--- config.mk ---
export PLATFORM = sky130hd
export DESIGN_NAME = data_acquire
export DESIGN_NICKNAME = d
export VERILOG_FILES = /design/src/rtl/acq_pkg.sv /design/src/rtl/moving_avg.sv /design/src/rtl/data_acquire.sv
export SDC_FILE = /design/constraint.sdc
export NUM_CORES = 1
export LEC_CHECK = 0
export CORE_ASPECT_RATIO = 1.1
export CORE_MARGIN = 10
export CORE_UTILIZATION = 50
export CTS_BUF_LIST = sky130_fd_sc_hd__clkbuf_8
export DETAILED_ROUTE_END_ITERATION = 16
export PLACE_DENSITY = 0.78
export SLEW_MARGIN = 30
export SYNTH_ARGS = -nofsm -noshare
export SYNTH_HDL_FRONTEND = slang
export SYNTH_SLANG_ARGS = --single-unit
--- constraint.sdc ---
create_clock -name clk_i -period 4.2 [get_ports clk_i]
set_input_delay 0.84 -clock clk_i [delete_from_list [all_inputs] [get_ports clk_i]]
set_output_delay 0.84 -clock clk_i [all_outputs]
set_load 0.03 [all_outputs]
--- src/rtl/acq_pkg.sv ---
// Shared definitions for the data acquisition front-end.
// Holds the FSM state encoding, the default sample width and the sample type
// used by data_acquire and moving_avg.
package acq_pkg;

  localparam int DATA_W_DEF = 12;

  typedef enum logic [2:0] {
    IDLE = 3'd0,
    REQ  = 3'd1,
    WAIT = 3'd2,
    CALC = 3'd3,
    OUT  = 3'd4
  } acq_state_e;

  typedef logic signed [DATA_W_DEF-1:0] sample_t;

endpackage : acq_pkg

--- src/rtl/moving_avg.sv ---
// Moving-average filter over 2^AVG_LOG2 signed samples.
// Keeps a circular history buffer and a running sum; each valid sample
// replaces the oldest entry and updates the sum in a single cycle.
// Ports:
//   clk_i     - clock, rising edge
//   reset_n_i - asynchronous active-low reset, clears history/sum/pointer
//   valid_i   - one-cycle strobe: fold sample_i into the average
//   sample_i  - signed sample
//   result_o  - running sum >>> AVG_LOG2 (rounds toward minus infinity)
module moving_avg
  import acq_pkg::*;
#(
  parameter int DATA_W   = DATA_W_DEF,
  parameter int AVG_LOG2 = 3
) (
  input  logic                     clk_i,
  input  logic                     reset_n_i,
  input  logic                     valid_i,
  input  logic signed [DATA_W-1:0] sample_i,
  output logic signed [DATA_W-1:0] result_o
);

  localparam int DEPTH = 1 << AVG_LOG2;
  localparam int ACC_W = DATA_W + AVG_LOG2;
  // Keep at least one pointer bit so the passthrough case stays legal.
  localparam int PTR_W = (AVG_LOG2 > 0) ? AVG_LOG2 : 1;

  logic signed [DATA_W-1:0] hist_q [DEPTH];
  logic        [PTR_W-1:0]  ptr_q;
  logic        [PTR_W-1:0]  ptr_d;
  logic signed [ACC_W-1:0]  acc_q;
  logic signed [ACC_W-1:0]  acc_d;

  // Next running sum and write pointer for an incoming sample.
  always_comb begin
    acc_d = acc_q;
    ptr_d = ptr_q;
    if (valid_i) begin
      // Size casts of signed operands sign-extend to the accumulator width.
      acc_d = acc_q - ACC_W'(hist_q[ptr_q]) + ACC_W'(sample_i);
      ptr_d = (ptr_q == PTR_W'(DEPTH - 1)) ? {PTR_W{1'b0}} : ptr_q + PTR_W'(1);
    end else begin
      acc_d = acc_q;
      ptr_d = ptr_q;
    end
  end

  // History buffer, pointer and accumulator registers.
  always_ff @(posedge clk_i or negedge reset_n_i) begin
    if (!reset_n_i) begin
      for (int i = 0; i < DEPTH; i++) begin
        hist_q[i] <= {DATA_W{1'b0}};
      end
      ptr_q <= {PTR_W{1'b0}};
      acc_q <= {ACC_W{1'b0}};
    end else begin
      if (valid_i) begin
        hist_q[ptr_q] <= sample_i;
      end
      ptr_q <= ptr_d;
      acc_q <= acc_d;
    end
  end

  // The mean of DATA_W-bit samples always fits back into DATA_W bits.
  assign result_o = DATA_W'(acc_q >>> AVG_LOG2);

endmodule : moving_avg

--- src/rtl/data_acquire.sv ---
// Acquisition front-end: on a falling edge of syncro_i it pulses a conversion
// request to the ADC, waits (bounded by TIMEOUT) for a fresh rising edge of
// the ADC ready line, captures the sample, filters it through moving_avg and
// presents the result with a one-cycle data_rdy_o pulse.
// Ports:
//   clk_i          - clock, rising edge
//   reset_n_i      - asynchronous active-low reset
//   adc_data_req_o - conversion request, high for REQ_LEN cycles
//   adc_data_rdy_i - ADC ready level; its rising edge marks valid data
//   adc_data_i     - signed ADC sample
//   syncro_i       - sync strobe level; its falling edge starts a conversion
//   data_o         - filtered signed sample, held between updates
//   data_rdy_o     - one-cycle pulse when data_o is updated
module data_acquire
  import acq_pkg::*;
#(
  parameter int DATA_W   = DATA_W_DEF,
  parameter int AVG_LOG2 = 3,
  parameter int REQ_LEN  = 2,
  parameter int TIMEOUT  = 64
) (
  input  logic              clk_i,
  input  logic              reset_n_i,
  output logic              adc_data_req_o,
  input  logic              adc_data_rdy_i,
  input  logic [DATA_W-1:0] adc_data_i,
  input  logic              syncro_i,
  output logic [DATA_W-1:0] data_o,
  output logic              data_rdy_o
);

  localparam int CNT_MAX = (TIMEOUT > REQ_LEN) ? TIMEOUT : REQ_LEN;
  localparam int CNT_W   = $clog2(CNT_MAX + 1);

  acq_state_e               state_q;
  logic [CNT_W-1:0]         cnt_q;
  logic                     syncro_q;
  logic                     rdy_q;
  logic signed [DATA_W-1:0] sample_q;
  logic                     req_q;
  logic [DATA_W-1:0]        data_q;
  logic                     drdy_q;
  logic                     sync_fall_s;
  logic                     rdy_rise_s;
  logic                     calc_s;
  logic signed [DATA_W-1:0] result_s;

  assign sync_fall_s = syncro_q & ~syncro_i;
  assign rdy_rise_s  = adc_data_rdy_i & ~rdy_q;
  assign calc_s      = (state_q == CALC);

  // Acquisition FSM with edge-detect delays, shared request/timeout counter
  // and registered outputs.
  always_ff @(posedge clk_i or negedge reset_n_i) begin
    if (!reset_n_i) begin
      state_q  <= IDLE;
      cnt_q    <= {CNT_W{1'b0}};
      syncro_q <= 1'b0;
      rdy_q    <= 1'b0;
      sample_q <= {DATA_W{1'b0}};
      req_q    <= 1'b0;
      data_q   <= {DATA_W{1'b0}};
      drdy_q   <= 1'b0;
    end else begin
      syncro_q <= syncro_i;
      rdy_q    <= adc_data_rdy_i;
      drdy_q   <= 1'b0;
      case (state_q)
        IDLE: begin
          if (sync_fall_s) begin
            state_q <= REQ;
            req_q   <= 1'b1;
            cnt_q   <= {CNT_W{1'b0}};
          end
        end
        REQ: begin
          if (cnt_q == CNT_W'(REQ_LEN - 1)) begin
            state_q <= WAIT;
            req_q   <= 1'b0;
            cnt_q   <= {CNT_W{1'b0}};
          end else begin
            cnt_q <= cnt_q + CNT_W'(1);
          end
        end
        WAIT: begin
          // Only a fresh edge is accepted; a level already high is ignored.
          if (rdy_rise_s) begin
            sample_q <= adc_data_i;
            state_q  <= CALC;
          end else if (cnt_q == CNT_W'(TIMEOUT - 1)) begin
            state_q <= IDLE;
          end else begin
            cnt_q <= cnt_q + CNT_W'(1);
          end
        end
        CALC: begin
          state_q <= OUT;
        end
        OUT: begin
          data_q  <= result_s;
          drdy_q  <= 1'b1;
          state_q <= IDLE;
        end
        default: begin
          state_q <= IDLE;
          req_q   <= 1'b0;
        end
      endcase
    end
  end

  moving_avg #(
    .DATA_W   (DATA_W),
    .AVG_LOG2 (AVG_LOG2)
  ) u_moving_avg (
    .clk_i     (clk_i),
    .reset_n_i (reset_n_i),
    .valid_i   (calc_s),
    .sample_i  (sample_q),
    .result_o  (result_s)
  );

  assign adc_data_req_o = req_q;
  assign data_o         = data_q;
  assign data_rdy_o     = drdy_q;

endmodule : data_acquire

==> results of run 1 <==
==> kinds of logic (layout without fill, tap and decap cells) <==
kind of cell,Yosys count,in the layout,share of synthesized area [%]
xor+xnor,17,17,1.93
mux,100,100,16.0
simple gates,164,164,9.74
buf+inv,96,141,5.12
compound gates,137,137,11.0
fa+ha+maj,34,34,6.89
flops,152,152,49.4
==> metal layers <==
metal | vias up | global-route usage [%]
met2 | 193 | 28.2
met3 | 35 | 4.38
met1 | 2705 | 21.0
met5 | - | 0
li1 | 2475 | -
met4 | 0 | 6.22
==> final cells by class <==
| class | count | area (um2) |
|---|---|---|
| clock inverter | 9 | 87.6 |
| multi-input combinational | 452 | 3510 |
| tap | 196 | 245 |
| fill | 1188 | 6480 |
| timing repair buffer | 45 | 427 |
| inverter | 64 | 240 |
| clock buffer | 23 | 317 |
| sequential | 152 | 3810 |
==> critical path, delay by kind of cell, from the launching register on <==
kind	cells	cell delay (ps)
AND/OR/NAND/NOR	5	850
buffers and inverters	3	340
adder cells (fa/ha/maj)	2	850
AO/OA/AOI/OAI	5	1200
flip-flops	1	480
XOR/XNOR	1	140
==> placed cells by master, fill, tap and decap left out, drive strengths merged, types with 5 or more instances in the layout <==
| cell | n |
|---|---|
| a21oi | 18 |
| xor2 | 7 |
| a221oi | 7 |
| nor2 | 28 |
| nand3 | 6 |
| nor3 | 15 |
| mux2i | 7 |
| nand2 | 87 |
| fa | 14 |
| inv | 67 |
| nor2b | 5 |
| a22oi | 7 |
| mux4 | 10 |
| clkbuf | 24 |
| xnor2 | 10 |
| o21ai | 71 |
| ha | 20 |
| clkdlybuf4s50 | 28 |
| buf | 16 |
| mux2 | 83 |
| dfrtp | 152 |
==> metrics by stage <==
step                instances  hold slack [ps]  util [%]  setup slack, ps
floorplan                 700              441         -              474
global placement          909              458      54.4              328
detailed placement        909              472      54.4              184
CTS                       941              492      57.1              170
global route              941              505      57.1             45.0
finish                    941              471      57.1              275
==> sequential cells by signal, indices dropped and copies added (netlist names) <==
signal / flops
sample_q: 12
rdy_q: 1
adc_data_req_o: 1
data_o: 12
u_moving_avg.hist_q: 96
u_moving_avg.ptr_q: 3
u_moving_avg.acc_q: 15
syncro_q: 1
data_rdy_o: 1
cnt_q: 7
state_q: 3
==> how the worst min path moves through the flow <==
stage	start	end	slack [ps]
6_report	reset_n_i	sample_q[9]$_DFFE_PN0P_	470
5_1_grt	u_moving_avg.hist_q[94]$_DFFE_PN0P_	u_moving_avg.hist_q[94]$_DFFE_PN0P_	500
4_1_cts	u_moving_avg.hist_q[85]$_DFFE_PN0P_	u_moving_avg.hist_q[85]$_DFFE_PN0P_	490
3_5_place_dp	u_moving_avg.hist_q[94]$_DFFE_PN0P_	u_moving_avg.hist_q[94]$_DFFE_PN0P_	470
3_3_place_gp	u_moving_avg.hist_q[69]$_DFFE_PN0P_	u_moving_avg.hist_q[69]$_DFFE_PN0P_	460
2_1_floorplan	u_moving_avg.acc_q[14]$_DFFE_PN0P_	u_moving_avg.acc_q[14]$_DFFE_PN0P_	440
==> timing repair <==
item / CTS / global route
gates resized for setup: 0 / 3
buffers inserted: 0 / 0
endpoints found under the setup margin: 0 / 5
==> impl_metrics.yaml, run 1 <==
timing:
  final-setup-viol-count: 0
  hold_viol_final: 0
  share_of_the_clock_period_used_by_the_worst_path_after_layout_pct: 93.5
  final-max-slew-violation-count: 0
  timing.fmax_mhz: 255
  rsz0062_at_grt: "false"
  worst_clock_skew_ps: 16.7
  post-route-min-period_ps: 3930
  maxSlewHeadroom_pct: 41.4
  fin_tns_setup_ps: 0
  tightestPinTransition_ps: 876
clock_network:
  path_clk_slew_ps: 80
  cts_num_sinks: 152
  clk_lat_worst_skew_ps: 450
  cts-root-to-sink-buffers: 2
  cts-hold-fix-buffers: 0
  clock_tree.root_cell: "sky130_fd_sc_hd__clkbuf_8"
  cts_made_buffers: 17
  tritoncts_clock_tree: "built"
  htree_num_levels: 4
global_routing:
  groute.usage.overall_pct: 17.0
  grt_overflow: 0
  pin_count_of_the_biggest_net_entering_global_routing: 107
  grt_first_pass_wirelength_mm: 28.7
  via_count_of_the_first_global_routing_pass: 5626
  antenna_found_initial: 0
drt:
  met2WireLength_mm: 8.22
  m1WireLength_mm: 7.35
  antenna_violating_nets_left: 0
  post_route_drc_violation_count: 0
  wire_length_after_detailed_routing_mm: 17.0
  drtIter0Drc: 511
  vias_per_cell: 5.75
  detailroute.via_count: 5408
  drt_pass1_iterations: 5
  maxUsedRoutingLayer: "met4"
  routed_len_inst_um: 18.0
  dr_wl_met3_mm: 1.02
logic_synthesis:
  ys_types: 54
  synth.largest_area_cell: "sky130_fd_sc_hd__dfrtp_1"
  yosys-top-cells-count: "152 x sky130_fd_sc_hd__dfrtp_1, 87 x sky130_fd_sc_hd__nand2_1, 83 x sky130_fd_sc_hd__mux2_2"
  synth.area.top_cells: "sky130_fd_sc_hd__dfrtp_1 49%, sky130_fd_sc_hd__mux2_2 12%, sky130_fd_sc_hd__o21ai_0 4.6%"
  post_synth_top_flop: "sky130_fd_sc_hd__dfrtp_1"
  ys_seq_area_share_pct: 49.4
  postSynthCellCount: 700
  synthDominantCellAreaShare_pct: 49.4
  ys_warn_count: 0
  postSynthNetCount: 750
  synth_enable_flop_cells: 0
  syn_area_um2: 7700
  syn_avg_cell_area_um2: 11.0
  synth-seq-cells: 152
  async_reset_ff_share_pct: 100
  count_leader_synth: "sky130_fd_sc_hd__dfrtp_1"
critical_path:
  delay_of_the_slowest_critical_path_stage_ps: 480
  required_ps: 4580
  timing.setup.critical_path_class: "register to register"
  r2r_end: "u_moving_avg.acc_q[14]$_DFFE_PN0P_"
  timing.critical_path.arrival_ps: 4300
  crit_path_top_delay_cell: "sky130_fd_sc_hd__dfrtp_2"
  critical_path.endpoint_type: "register"
  worstSetupStartpointType: "register"
  worst_setup_path_endpoint: "u_moving_avg.acc_q[14]$_DFFE_PN0P_"
  regToRegStartpoint: "u_moving_avg.ptr_q[1]$_DFFE_PN0P_"
  setup.reg_to_reg.worst_slack_ps: 270
  worstPathCellList: "buf_12 > inv_1 > nor2_1 > a221oi_1 > a31oi_1 > or2_2 > fa_1 > inv_1 > ha_1 > a21oi_1 > and2b_1 > a311o_1 > a31oi_4 > nor3_2 > nor3_2 > xnor2_1"
  critPathMaxFanout: 19
  count_of_cells_along_the_worst_register_to_register_path: 16
  timing.critical_path.from: "u_moving_avg.ptr_q[1]$_DFFE_PN0P_"
place:
  globalplace.congestion: 0.934
  place.detailed.hpwl_mm: 12.1
  io_buffer_count: 29
  dpl-instance-area_um2: 8220
floorplan:
  chipWidth_um: 138
  core_um2: 15100
  num_rows: 47
  die_h_um: 150
  die_area_um2: 20800
  floorplan.io_pins: 30
  initial_utilization_pct: 51.0
final_layout:
  final_layout_size_suffix_gt1_share_pct: 20.5
  design.final.nets: 782
  antennaDiodeCount: 0
  finalInstanceArea_um2: 8630
  synthToLayoutAreaGrowth_pct: 12.0
hold_path:
  holdCritPathClass: "input port to async pin"
run:
  drv_cap: 0
status:
  outcome: "completed"
Power of run 1 is not shown: default switching activity piles up to over one toggle a cycle in this logic, so the estimate is an artifact.
==> inputs of run 2 (changes only) <==
--- a/config.mk
+++ b/config.mk
@@ -10,7 +10,7 @@
 export CORE_UTILIZATION = 50
 export CTS_BUF_LIST = sky130_fd_sc_hd__clkbuf_8
 export DETAILED_ROUTE_END_ITERATION = 16
-export PLACE_DENSITY = 0.78
+export PLACE_DENSITY = 0.63
 export SLEW_MARGIN = 30
 export SYNTH_ARGS = -nofsm -noshare
 export SYNTH_HDL_FRONTEND = slang
==> run 2 against run 1 <==
Routed wire length increased by 6.5%. Register-to-register slack about the same. Clock skew decreased by 5.8 ps. Cell area increased by 0.30%. Utilization increased by 0.17 points. Flip-flop and latch count unchanged. Clock-buffer cell count decreased by 3. Critical path type unchanged.
==> impl_metrics.yaml, run 2 (synthesis gave the netlist of run 1 again) <==
floorplan:
  floorplan.io_pins: 30
  chipWidth_um: 138
  num_rows: 47
  initial_utilization_pct: 51.0
  core_um2: 15100
  die_h_um: 150
  die_area_um2: 20800
status:
  outcome: "completed"
clock_network:
  htree_num_levels: 4
  path_clk_slew_ps: 90
  cts_made_buffers: 17
  cts_post_setup_buffers_inserted: 0
  cts-root-to-sink-buffers: 2
  cts-hold-fix-buffers: 0
  tritoncts_clock_tree: "built"
  cts_num_sinks: 152
  clk_lat_worst_skew_ps: 470
  ctsResizeCount: 0
  clock_tree.root_cell: "sky130_fd_sc_hd__clkbuf_8"
critical_path:
  worstSetupStartpointType: "register"
  timing.setup.critical_path_class: "register to register"
  critPathMaxFanout: 13
  critical_path.endpoint_type: "register"
  required_ps: 4530
  setup.reg_to_reg.worst_slack_ps: 280
  timing.critical_path.arrival_ps: 4250
place:
  io_buffer_count: 29
  dp.cells: 913
  globalplace.congestion: 0.871
  pre_cts_slack_ps: 132
  place.detailed.hpwl_mm: 12.9
timing:
  final.hold.worst_slack_ps: 394
  share_of_the_clock_period_used_by_the_worst_path_after_layout_pct: 93.3
  final-setup-viol-count: 0
  tightestPinTransition_ps: 928
  final-max-slew-violation-count: 0
  worst_clock_skew_ps: 10.9
  maxSlewHeadroom_pct: 38.2
  fin_tns_setup_ps: 0
  hold_viol_final: 0
  layout_setup_ws_ps: 280
  rsz0062_at_grt: "false"
  timing.fmax_mhz: 255
  post-route-min-period_ps: 3920
global_routing:
  antenna_found_initial: 0
  via_count_of_the_first_global_routing_pass: 5433
  grt_overflow: 0
  grt_first_pass_wirelength_mm: 30.0
  groute.usage.overall_pct: 18.1
  pin_count_of_the_biggest_net_entering_global_routing: 112
drt:
  drtIter0Drc: 365
  wire_length_after_detailed_routing_mm: 18.1
  vias_per_cell: 5.57
  post_route_drc_violation_count: 0
  antenna_violating_nets_left: 0
  detailroute.via_count: 5263
  routed_len_inst_um: 19.1
  drt_pass1_iterations: 5
final_layout:
  layoutNonFillerInstCount: 945
  final_layout_size_suffix_gt1_share_pct: 21.1
  top_regs: "u_moving_avg.hist_q: 96 flops, u_moving_avg.acc_q: 15 flops"
  synthToLayoutAreaGrowth_pct: 12.4
  largest_reg_flops: 96
  design.final.nets: 786
  antennaDiodeCount: 0
  layout_common_cells: "150 x sky130_fd_sc_hd__dfrtp_1, 87 x sky130_fd_sc_hd__nand2_1, 83 x sky130_fd_sc_hd__mux2_2"
  layout.cells.most_common: "sky130_fd_sc_hd__dfrtp_1"
  largest-register: "u_moving_avg.hist_q"
hold_path:
  holdCritPathClass: "input port to async pin"
run:
  drv_cap: 0
==> run 2: final timing paths <==
kind,start,to,depth (start not counted)
worst max register to register,u_moving_avg.ptr_q[1]$_DFFE_PN0P_,u_moving_avg.acc_q[13]$_DFFE_PN0P_,15
worst min register to register,u_moving_avg.hist_q[69]$_DFFE_PN0P_,u_moving_avg.hist_q[69]$_DFFE_PN0P_,2
min in group clk_i,u_moving_avg.hist_q[69]$_DFFE_PN0P_,u_moving_avg.hist_q[69]$_DFFE_PN0P_,2
max in group asynchronous,reset_n_i,u_moving_avg.hist_q[73]$_DFFE_PN0P_,2
worst max-delay path,u_moving_avg.ptr_q[1]$_DFFE_PN0P_,u_moving_avg.acc_q[13]$_DFFE_PN0P_,15
worst min-delay path,reset_n_i,sample_q[0]$_DFFE_PN0P_,1
==> run 2: cell type report <==
class,count,area [um2]
Fill cell,1301,6450
Sequential cell,152,3810
Multi-Input combinational cell,452,3510
Timing Repair Buffer,49,445
Clock buffer,20,275
Tap cell,196,245
Inverter,64,240
Clock inverter,12,138
==> run 2: through the flow <==
stage / area (um2) / util, %
2_1_floorplan: 7700 / -
3_5_place_dp: 8240 / 54.5
3_3_place_gp: 8240 / 54.5
6_report: 8660 / 57.3
5_1_grt: 8660 / 57.3
4_1_cts: 8650 / 57.3
==> run 2: metal layers <==
layer	up-vias	share of wire, %	GRT usage (%)
met2	107	49	30.1
met1	2656	46	23.0
met5	-	0	0
met4	0	1.5	6.65
li1	2476	-	-
met3	24	3.5	3.53
==> run 2: worst max-delay path, stage by stage (launching register included) <==
cell and delay (ps):
sky130_fd_sc_hd__dfrtp_1 510, sky130_fd_sc_hd__buf_4 290, sky130_fd_sc_hd__nor2_1 110, sky130_fd_sc_hd__a22oi_1 220, sky130_fd_sc_hd__a21oi_1 110, sky130_fd_sc_hd__a221o_1 320
sky130_fd_sc_hd__fa_1 540, sky130_fd_sc_hd__inv_1 60, sky130_fd_sc_hd__ha_1 300, sky130_fd_sc_hd__a211oi_1 260, sky130_fd_sc_hd__o21bai_1 140, sky130_fd_sc_hd__o211a_1 230
sky130_fd_sc_hd__o21a_1 200, sky130_fd_sc_hd__a31oi_1 230, sky130_fd_sc_hd__xor2_1 160, sky130_fd_sc_hd__o21ai_0 90
Power of run 2 is left out for the same reason.
